File: src/rtl/tx_stuff_nrzi.sv
// USB transmit line encoder: byte serialiser with bit stuffing, NRZI encoding
// and EOP generation, paced by the bit-timing counter's per-bit strobe.
module tx_stuff_nrzi #(
  parameter int unsigned STUFF_LEN    = 6,
  parameter int unsigned EOP_SE0_BITS = 2
) (
  input  logic       clk,
  input  logic       n_rst,
  input  logic       bit_strobe,
  input  logic       tx_valid,
  input  logic [7:0] tx_byte,
  input  logic       tx_last,
  output logic       tx_ready,
  output logic       disable_timer,
  output logic       tx_active,
  output logic       dplus_out,
  output logic       dminus_out,
  output logic       eop_done,
  output logic       tx_error
);

  localparam int unsigned ONES_W = $clog2(STUFF_LEN + 1);
  localparam int unsigned SE0_W  = $clog2(EOP_SE0_BITS + 1);

  typedef enum logic [2:0] {IDLE, DATA, STUFF, EOP_SE0, EOP_J} state_t;

  state_t              state, state_n;
  logic                hold_valid, hold_valid_n;
  logic [7:0]          hold_byte, hold_byte_n;
  logic                hold_last, hold_last_n;
  logic [7:0]          shreg, shreg_n;
  logic                cur_last, cur_last_n;
  logic [2:0]          bit_idx, bit_idx_n;
  logic [ONES_W-1:0]   ones_cnt, ones_cnt_n;
  logic [SE0_W-1:0]    se0_cnt, se0_cnt_n;
  logic                byte_end, byte_end_n;
  logic                line_j, line_j_n;
  logic                se0, se0_n;
  logic                eop_done_n, tx_error_n;
  logic                transfer, move, boundary;

  // State and registered outputs
  always_ff @(posedge clk or negedge n_rst) begin
    if (!n_rst) begin
      state         <= IDLE;
      hold_valid    <= 1'b0;
      hold_byte     <= 8'h00;
      hold_last     <= 1'b0;
      shreg         <= 8'h00;
      cur_last      <= 1'b0;
      bit_idx       <= 3'd0;
      ones_cnt      <= '0;
      se0_cnt       <= '0;
      byte_end      <= 1'b0;
      line_j        <= 1'b1;
      se0           <= 1'b0;
      tx_ready      <= 1'b1;
      disable_timer <= 1'b0;
      tx_active     <= 1'b0;
      dplus_out     <= 1'b1;
      dminus_out    <= 1'b0;
      eop_done      <= 1'b0;
      tx_error      <= 1'b0;
    end else begin
      state         <= state_n;
      hold_valid    <= hold_valid_n;
      hold_byte     <= hold_byte_n;
      hold_last     <= hold_last_n;
      shreg         <= shreg_n;
      cur_last      <= cur_last_n;
      bit_idx       <= bit_idx_n;
      ones_cnt      <= ones_cnt_n;
      se0_cnt       <= se0_cnt_n;
      byte_end      <= byte_end_n;
      line_j        <= line_j_n;
      se0           <= se0_n;
      tx_ready      <= ~hold_valid_n;
      disable_timer <= (state_n == STUFF);
      tx_active     <= (state_n != IDLE);
      dplus_out     <= ~se0_n & line_j_n;
      dminus_out    <= ~se0_n & ~line_j_n;
      eop_done      <= eop_done_n;
      tx_error      <= tx_error_n;
    end
  end

  // Next-state logic
  always_comb begin
    state_n     = state;
    shreg_n     = shreg;
    cur_last_n  = cur_last;
    bit_idx_n   = bit_idx;
    ones_cnt_n  = ones_cnt;
    se0_cnt_n   = se0_cnt;
    byte_end_n  = byte_end;
    line_j_n    = line_j;
    se0_n       = se0;
    eop_done_n  = 1'b0;
    tx_error_n  = 1'b0;
    move        = 1'b0;
    boundary    = 1'b0;
    transfer    = tx_valid & tx_ready;

    case (state)
      IDLE: begin
        // A strobe coinciding with packet start is deliberately dropped
        if (hold_valid) begin
          move       = 1'b1;
          shreg_n    = hold_byte;
          cur_last_n = hold_last;
          bit_idx_n  = 3'd0;
          ones_cnt_n = '0;
          line_j_n   = 1'b1;
          se0_n      = 1'b0;
          state_n    = DATA;
        end
      end
      DATA: begin
        if (bit_strobe) begin
          if (shreg[0]) begin
            ones_cnt_n = ones_cnt + ONES_W'(1);
          end else begin
            ones_cnt_n = '0;
            line_j_n   = ~line_j;
          end
          shreg_n   = {1'b0, shreg[7:1]};
          bit_idx_n = bit_idx + 3'd1;
          if (ones_cnt_n == ONES_W'(STUFF_LEN)) begin
            byte_end_n = (bit_idx == 3'd7);
            state_n    = STUFF;
          end else if (bit_idx == 3'd7) begin
            boundary = 1'b1;
          end
        end
      end
      STUFF: begin
        if (bit_strobe) begin
          line_j_n   = ~line_j;
          ones_cnt_n = '0;
          if (byte_end) boundary = 1'b1;
          else          state_n  = DATA;
        end
      end
      EOP_SE0: begin
        if (bit_strobe) begin
          if (se0_cnt < SE0_W'(EOP_SE0_BITS)) begin
            se0_n     = 1'b1;
            se0_cnt_n = se0_cnt + SE0_W'(1);
          end else begin
            se0_n    = 1'b0;
            line_j_n = 1'b1;
            state_n  = EOP_J;
          end
        end
      end
      EOP_J: begin
        if (bit_strobe) begin
          eop_done_n = 1'b1;
          ones_cnt_n = '0;
          state_n    = IDLE;
        end
      end
      default: state_n = IDLE;
    endcase

    // End of byte: finish the packet, chain the next byte, or flag underrun
    if (boundary) begin
      if (cur_last) begin
        se0_cnt_n = '0;
        state_n   = EOP_SE0;
      end else if (hold_valid) begin
        move       = 1'b1;
        shreg_n    = hold_byte;
        cur_last_n = hold_last;
        bit_idx_n  = 3'd0;
        state_n    = DATA;
      end else begin
        tx_error_n = 1'b1;
        se0_cnt_n  = '0;
        state_n    = EOP_SE0;
      end
    end
  end

  // Holding register: a move frees it, a transfer fills it
  always_comb begin
    hold_valid_n = transfer | (hold_valid & ~move);
    hold_byte_n  = transfer ? tx_byte : hold_byte;
    hold_last_n  = transfer ? tx_last : hold_last;
  end

endmodule

File: config.mk
export PLATFORM = sky130hd
export DESIGN_NAME = tx_stuff_nrzi
export DESIGN_NICKNAME = d
export VERILOG_FILES = /design/src/rtl/tx_stuff_nrzi.sv
export SDC_FILE = /design/constraint.sdc
export NUM_CORES = 1
export LEC_CHECK = 0
export CAP_MARGIN = 20
export CORE_MARGIN = 5
export CORE_UTILIZATION = 30
export DETAILED_ROUTE_END_ITERATION = 16
export PLACE_DENSITY = 0.58
export SLEW_MARGIN = 20
export SYNTH_ARGS = -nofsm -noshare
export SYNTH_HDL_FRONTEND = slang
export SYNTH_SLANG_ARGS = --single-unit
export TNS_END_PERCENT = 50
File: constraint.sdc
create_clock -name clk -period 2.9 [get_ports clk]
set_input_delay 0.435 -clock clk [delete_from_list [all_inputs] [get_ports clk]]
set_output_delay 0.435 -clock clk [all_outputs]
set_load 0.005 [all_outputs]
# --- Word level (Yosys, flattened, before mapping) ---
# Index checks and enable logic that the tools add are counted.
word_totals:
  reg_bits: 40
  ramBits: 0
  mem_bits_ro: 0
  latchBits: 0
  mem_count: 0
  elab_cells: 118
  output_inout_bits: 7
  inputBits: 13
op_classes:
  add_sub_neg: 3
  mul: 0
  reduce_logical: 6
  n_lt_le_gt_ge: 1
  muxes: 69
  n_shift: 0
  bitwise: 10
  n_eq_ne: 10
  n_div: 0
op_table:
  columns: ["operator", "n"]
  rows:
  - ["3-bit two-way mux", 20]
  - ["8-bit two-way mux", 5]
  - ["1-bit two-way mux", 29]
  - ["2-bit two-way mux", 8]
  - ["8-bit one-hot mux with 2 select lines", 1]
  - ["3-bit one-hot mux with 5 select lines", 1]
  - ["3-bit by 2-bit equality test with 1-bit output, second input constant", 3]
  - ["3-bit equality test, second input constant", 3]
  - ["3-bit one-hot mux with 3 select lines", 1]
  - ["3-bit by 1-bit adder with 3-bit output, second input constant", 2]
  - ["3-bit one-hot mux with 2 select lines", 1]
  - ["3-bit nonzero test", 2]
  - ["1-bit NOT", 5]
  - ["1-bit bitwise AND", 4]
  - ["2-bit != test, second input constant", 2]
  - ["1-bit one-hot mux with 2 select lines", 2]
  - ["1-bit one-hot mux with 4 select lines", 1]
  - ["4-bit AND reduction", 1]
  - ["3-bit by 1-bit equality test with 1-bit output, second input constant", 1]
  - ["3-bit zero test", 1]
  - ["3-bit AND reduction", 1]
  - ["2-bit by 1-bit adder with 2-bit output, second input constant", 1]
  - ["2-bit less-than comparator, second input constant", 1]
  - ["2-bit by 1-bit != test with 1-bit output, second input constant", 1]
  - ["other kinds (2)", 2]

# --- Logic depth before layout (Yosys ltp) ---
logic_depth:
  depth_word: 13
  mapped_depth: 7
  depth_no_buf: 7

# --- Worst setup path before layout ---
# OpenSTA, ideal clock, no wires.
synth_path:
  path_kind: "reg-to-reg"
  from: "reg ones_cnt[0]"
  to: "reg cur_last"
  t_arrival_ps: 1707
  path_slack_ps: 1071
  stages_incl_launch_ff: 7
  setup_time_ps: 122
  synth_period_minus_slack_ps: 1829
  path_buffers: 0
  cell_sequence: "dfrtp_1 > ha_1 > xor2_1 > nand4_2 > a32oi_4 > o21ai_2 > a32o_1"
synth_via:
  elab_chain_cells: 9
synth_lines:
  columns: ["item", "line_no", "source"]
  rows:
  - ["start: declaration", "34", "logic [ONES_W-1:0] ones_cnt, ones_cnt_n;"]
  - ["start signal: assignment", "72", "ones_cnt <= ones_cnt_n;"]
  - ["3-bit by 1-bit adder with 3-bit output", "121", "ones_cnt_n = ones_cnt + ONES_W'(1);"]
  - ["3-bit two-way mux", "120", "if (shreg[0]) begin"]
  - ["3-bit two-way mux", "119", "if (bit_strobe) begin"]
  - ["3-bit two-way mux", "104", "case (state)"]
  - ["3-bit equality test", "128", "if (ones_cnt_n == ONES_W'(STUFF_LEN)) begin"]
  - ["1-bit two-way mux", "128", null]
  - ["1-bit two-way mux", "119", null]
  - ["1-bit one-hot mux with 2 select lines", "104", null]
  - ["1-bit two-way mux", "167", "if (boundary) begin"]
  - ["named net cur_last_n", "32", "logic cur_last, cur_last_n;"]
  - ["end signal: assignment", "70", "cur_last <= cur_last_n;"]
  - ["end: declaration", "32", null]
# The timed path passes the listed nets, and every way through them passes these cells. The select of a mux whose other input is x is not followed.
# A chain may end at the register's enable or synchronous reset.

# --- Worst setup path in the final report ---
layout_path:
  from: "in bit_strobe"
  to: "reg shreg[2]"
layout_via:
  elab_chain_cells: 5
layout_lines:
  columns: ["item", "line_no", "source"]
  rows:
  - ["start: declaration", "9", "input logic bit_strobe,"]
  - ["8-bit two-way mux", "119", null]
  - ["8-bit one-hot mux with 2 select lines", "104", null]
  - ["8-bit two-way mux", "171", "end else if (hold_valid) begin"]
  - ["8-bit two-way mux", "168", "if (cur_last) begin"]
  - ["8-bit two-way mux (*)", "167", null]
  - ["named net shreg_n[2]", "31", "logic [7:0] shreg, shreg_n;"]
  - ["end signal: assignment", "69", "shreg <= shreg_n;"]
  - ["end: declaration", "31", null]
# The timed path passes the listed nets; every way through them passes the cells marked *.

==> reports/results.md <==
| Result | This run | Unit |
| --- | --- | --- |
| Htree depth | 2 | - |
| Register area | 1005 | µm² |
| Leftover overflow at the end of global routing | 0 | - |
| Routed WL per cell | 13.25 | µm |
| Fraction of post-synthesis cell area in the top cell type by area | 0.4821 | - |
| Arrival time worst endpoint | 2.27 | ns |
| Clock transition at the register clock pins on the worst setup and hold paths after CTS | 0.08 | ns |
| Number of enable-type register cells in the synthesized netlist | 0 | - |
| Setup Viol. Count Final | 0 | - |
| Cell area after layout | 2282 | µm² |
| Prevailing post-synth register cell | sky130_fd_sc_hd__dfrtp_1 | - |
| Number of CTS-inserted buffers | 5 | - |
| Std-Cell Core Area | 6277 | µm² |
| Hold Buf Count CTS | 0 | - |
| Status | finished clean | - |
| Initial antenna violation count | 0 | - |
| Final Max Tran Viols | 0 | - |
| Setup Total Neg Slack | 0 | ns |
| Area growth from synthesis to final layout | 18.83 | % |
| CTS sink count | 40 | - |
| Maximum vdd ir drop | 400.0 | µV |
| Wire length of the first global-routing pass | 6.382 | mm |
| Share of the cycle needed by the critical path after routing | 0.7046 | - |
| Core utilization of the finished layout | 0.3636 | - |
| Transition time at the pin with the least slew margin | 0.8717 | ns |
| Number of max-cap violations | 0 | - |
| WP data required | 3.12 | ns |
| Cells taking the most area after synthesis | sky130_fd_sc_hd__dfrtp_1 48%, sky130_fd_sc_hd__mux2_2 5.9%, sky130_fd_sc_hd__dfstp_2 4.1%, sky130_fd_sc_hd__o2bb2ai_1 3.6%, sky130_fd_sc_hd__a22oi_1 3.5% | - |
| Post-detailed-route via-to-cell ratio | 4.940 | - |
| DRC viols | 0 | - |
| Type of the worst setup path | in2reg | - |
| Mean area per synthesized cell | 11.23 | µm² |
| Count of nets after finishing | 207 | - |
| Violation count after the first detailed-routing iteration | 86 | - |
| CP startpoint kind | input port | - |
| YS warnings | 0 | - |
| Resized cells post-CTS | 0 | - |
| Number of routed nets with antenna violations | 0 | - |
| Proportion of layout cells with a drive suffix above 1 | 0.1623 | - |
| Postcts setup bufs | 0 | - |
| Clock Skews | 0.004477 | ns |
| Leakage | 0.9647 | nW |
| Final weighted congestion of routability-driven global placement | 0.8266 | - |
| Overall via count from detail_route | 1324 | - |
| Overall die area | 8102 | µm² |
| Power per unit of standard cell area | 892.8 | nW/µm² |
| Minimum clock period | 2.043 | ns |
| Number of distinct library cells after synthesis | 41 | - |
| Clock latency reported for the late side of the worst-skew pair | 0.29 | ns |
| Total area of multi-input combinational cells | 835.8 | µm² |
| Number of antenna repair diodes | 0 | - |
| Final hold violation count | 0 | - |
| Number of fill cells in the layout | 625 | - |
| Share of the yosys chip area belonging to registers | 0.5231 | - |
| HPWL reported at the end of detailed placement | 2.502 | mm |
| Kind of end point of the critical path | register | - |
| Total cell area at the placement stage | 2167 | µm² |
| Aggregate routed wire length | 3.552 | mm |
| Maximum number of pins on one net before global-route repair | 41 | - |
| Async S/R FF share, synth | 1.000 | - |
| Drt pass-1 iters | 4 | - |
| Die Height | 90.01 | µm |
| Number of buffers between clock root and the deepest sink | 2 | - |
| Total of buffers placed on input and output ports | 19 | - |
| Cell area after synthesis | 1921 | µm² |
| I/O pin cnt | 20 | - |
| Die width | 90.01 | µm |
| Relative max-transition margin | 0.4188 | - |
| GRT Util Overall | 0.09556 | - |
| RSZ-0062 raised after global routing | false | - |
| Number of cell rows | 29 | - |
| Starting utilization of the core area | 0.3060 | - |
| Tightest Hold Check Type | in2async | - |
| Root buf cell | sky130_fd_sc_hd__clkbuf_8 | - |
| Maximum fanout along the worst path | 13 | - |
| Dominant cell type by area after synthesis | sky130_fd_sc_hd__dfrtp_1 | - |
| Cells after Synth | 171 | - |
| Nets in the synthesized netlist | 188 | - |
| TritonCTS clock tree | done | - |
| #FFs+latches synth | 40 | - |
| Highest clock rate | 489.4 | MHz |
| Via count of the first global-routing pass | 1298 | - |
where the power goes:
group / leakage, nW / internal [mW] / switching [mW]
combinational: 0.416 / 0.328 / 0.319
clock: 0.0548 / 0.259 / 0.207
sequential: 0.494 / 0.775 / 0.148
worst max-delay path: stages:
cell	delay [ns]
sky130_fd_sc_hd__clkdlybuf4s50_1	0.56
sky130_fd_sc_hd__nand2_1	0.28
sky130_fd_sc_hd__nor2_4	0.08
sky130_fd_sc_hd__buf_4	0.18
sky130_fd_sc_hd__nor2_1	0.42
sky130_fd_sc_hd__a22oi_1	0.13
sky130_fd_sc_hd__o2bb2ai_1	0.17
layout make-up:
class	count	area share
sequential	40	0.4402
multi-input combinational	113	0.3662
timing repair buffer	20	0.08443
tap	77	0.04221
clock buffer	5	0.03015
clock inverter	3	0.02029
inverter	10	0.01645
metrics by stage:
stage                     cells  power, mW  hold slack, ns  setup WS (ns)
after floorplan             171      1.397          0.1394          1.071
after global placement      260      1.581          0.4448         0.6018
after detailed placement    260      1.593          0.4433         0.5495
after CTS                   268      2.066          0.2859         0.8498
after global routing        268      2.210          0.3258         0.7082
final                       268      2.037          0.2470         0.8568
logic make-up (layout without fill, tap and decap cells):
logic type	after synthesis	in the layout	synth area share
AO/OA/AOI/OAI	49	49	0.1941
XOR/XNOR	1	1	0.004561
adder cells (fa/ha/maj)	4	4	0.02606
buffers and inverters	18	38	0.04169
flip-flops	40	40	0.5231
multiplexers	14	14	0.07948
AND/OR/NAND/NOR	45	45	0.1309
per-layer routing:
layer	GRT usage	vias up	routed length, µm
li1	-	661	-
met1	0.1308	620	1695
met2	0.1402	37	1579
met3	0.03005	6	216
met4	0.03722	0	59
met5	0	-	0
synthesized netlist by cell type (4+ instances only):
master,instances
sky130_fd_sc_hd__o2bb2ai_1,8
sky130_fd_sc_hd__dfrtp_1,37
sky130_fd_sc_hd__a22oi_1,9
sky130_fd_sc_hd__mux2i_1,4
sky130_fd_sc_hd__nor2b_1,5
sky130_fd_sc_hd__inv_1,9
sky130_fd_sc_hd__nand2_1,5
sky130_fd_sc_hd__a21oi_1,4
sky130_fd_sc_hd__nor2_1,14
sky130_fd_sc_hd__mux2_2,10
sky130_fd_sc_hd__o21ai_0,10
sky130_fd_sc_hd__ha_1,4
sky130_fd_sc_hd__nand2b_1,6
registers in the layout, indices dropped and copies added (netlist names), 2 cells and up:
register / count
bit_idx: 3
hold_byte: 8
ones_cnt: 3
se0_cnt: 2
shreg: 8
state: 3
layout by cell type, fill, tap and decap left out, types with 5 or more instances in the layout:
cell type / count
sky130_fd_sc_hd__dfrtp_1: 37
sky130_fd_sc_hd__clkdlybuf4s50_1: 18
sky130_fd_sc_hd__nor2_1: 14
sky130_fd_sc_hd__o21ai_0: 10
sky130_fd_sc_hd__mux2_2: 10
sky130_fd_sc_hd__inv_1: 9
sky130_fd_sc_hd__a22oi_1: 9
sky130_fd_sc_hd__o2bb2ai_1: 8
sky130_fd_sc_hd__nand2b_1: 6
sky130_fd_sc_hd__nand2_1: 5
sky130_fd_sc_hd__nor2b_1: 5
sky130_fd_sc_hd__clkbuf_8: 5
final timing paths:
| kind | start | end | slack [ns] | depth (start not counted) |
|---|---|---|---|---|
| setup / recovery | bit_strobe | shreg[2] | 0.86 | 7 |
| max in group asynchronous | n_rst | ones_cnt[0] | 2.10 | 1 |
| min in group clk | cur_last | tx_error | 0.45 | 1 |
| hold / removal | n_rst | hold_byte[2] | 0.25 | 1 |
| hold reg to reg | cur_last | tx_error | 0.45 | 1 |
| setup reg to reg | ones_cnt[0] | shreg[2] | 0.87 | 6 |
Note: power is estimated with default switching activity, not from simulation.
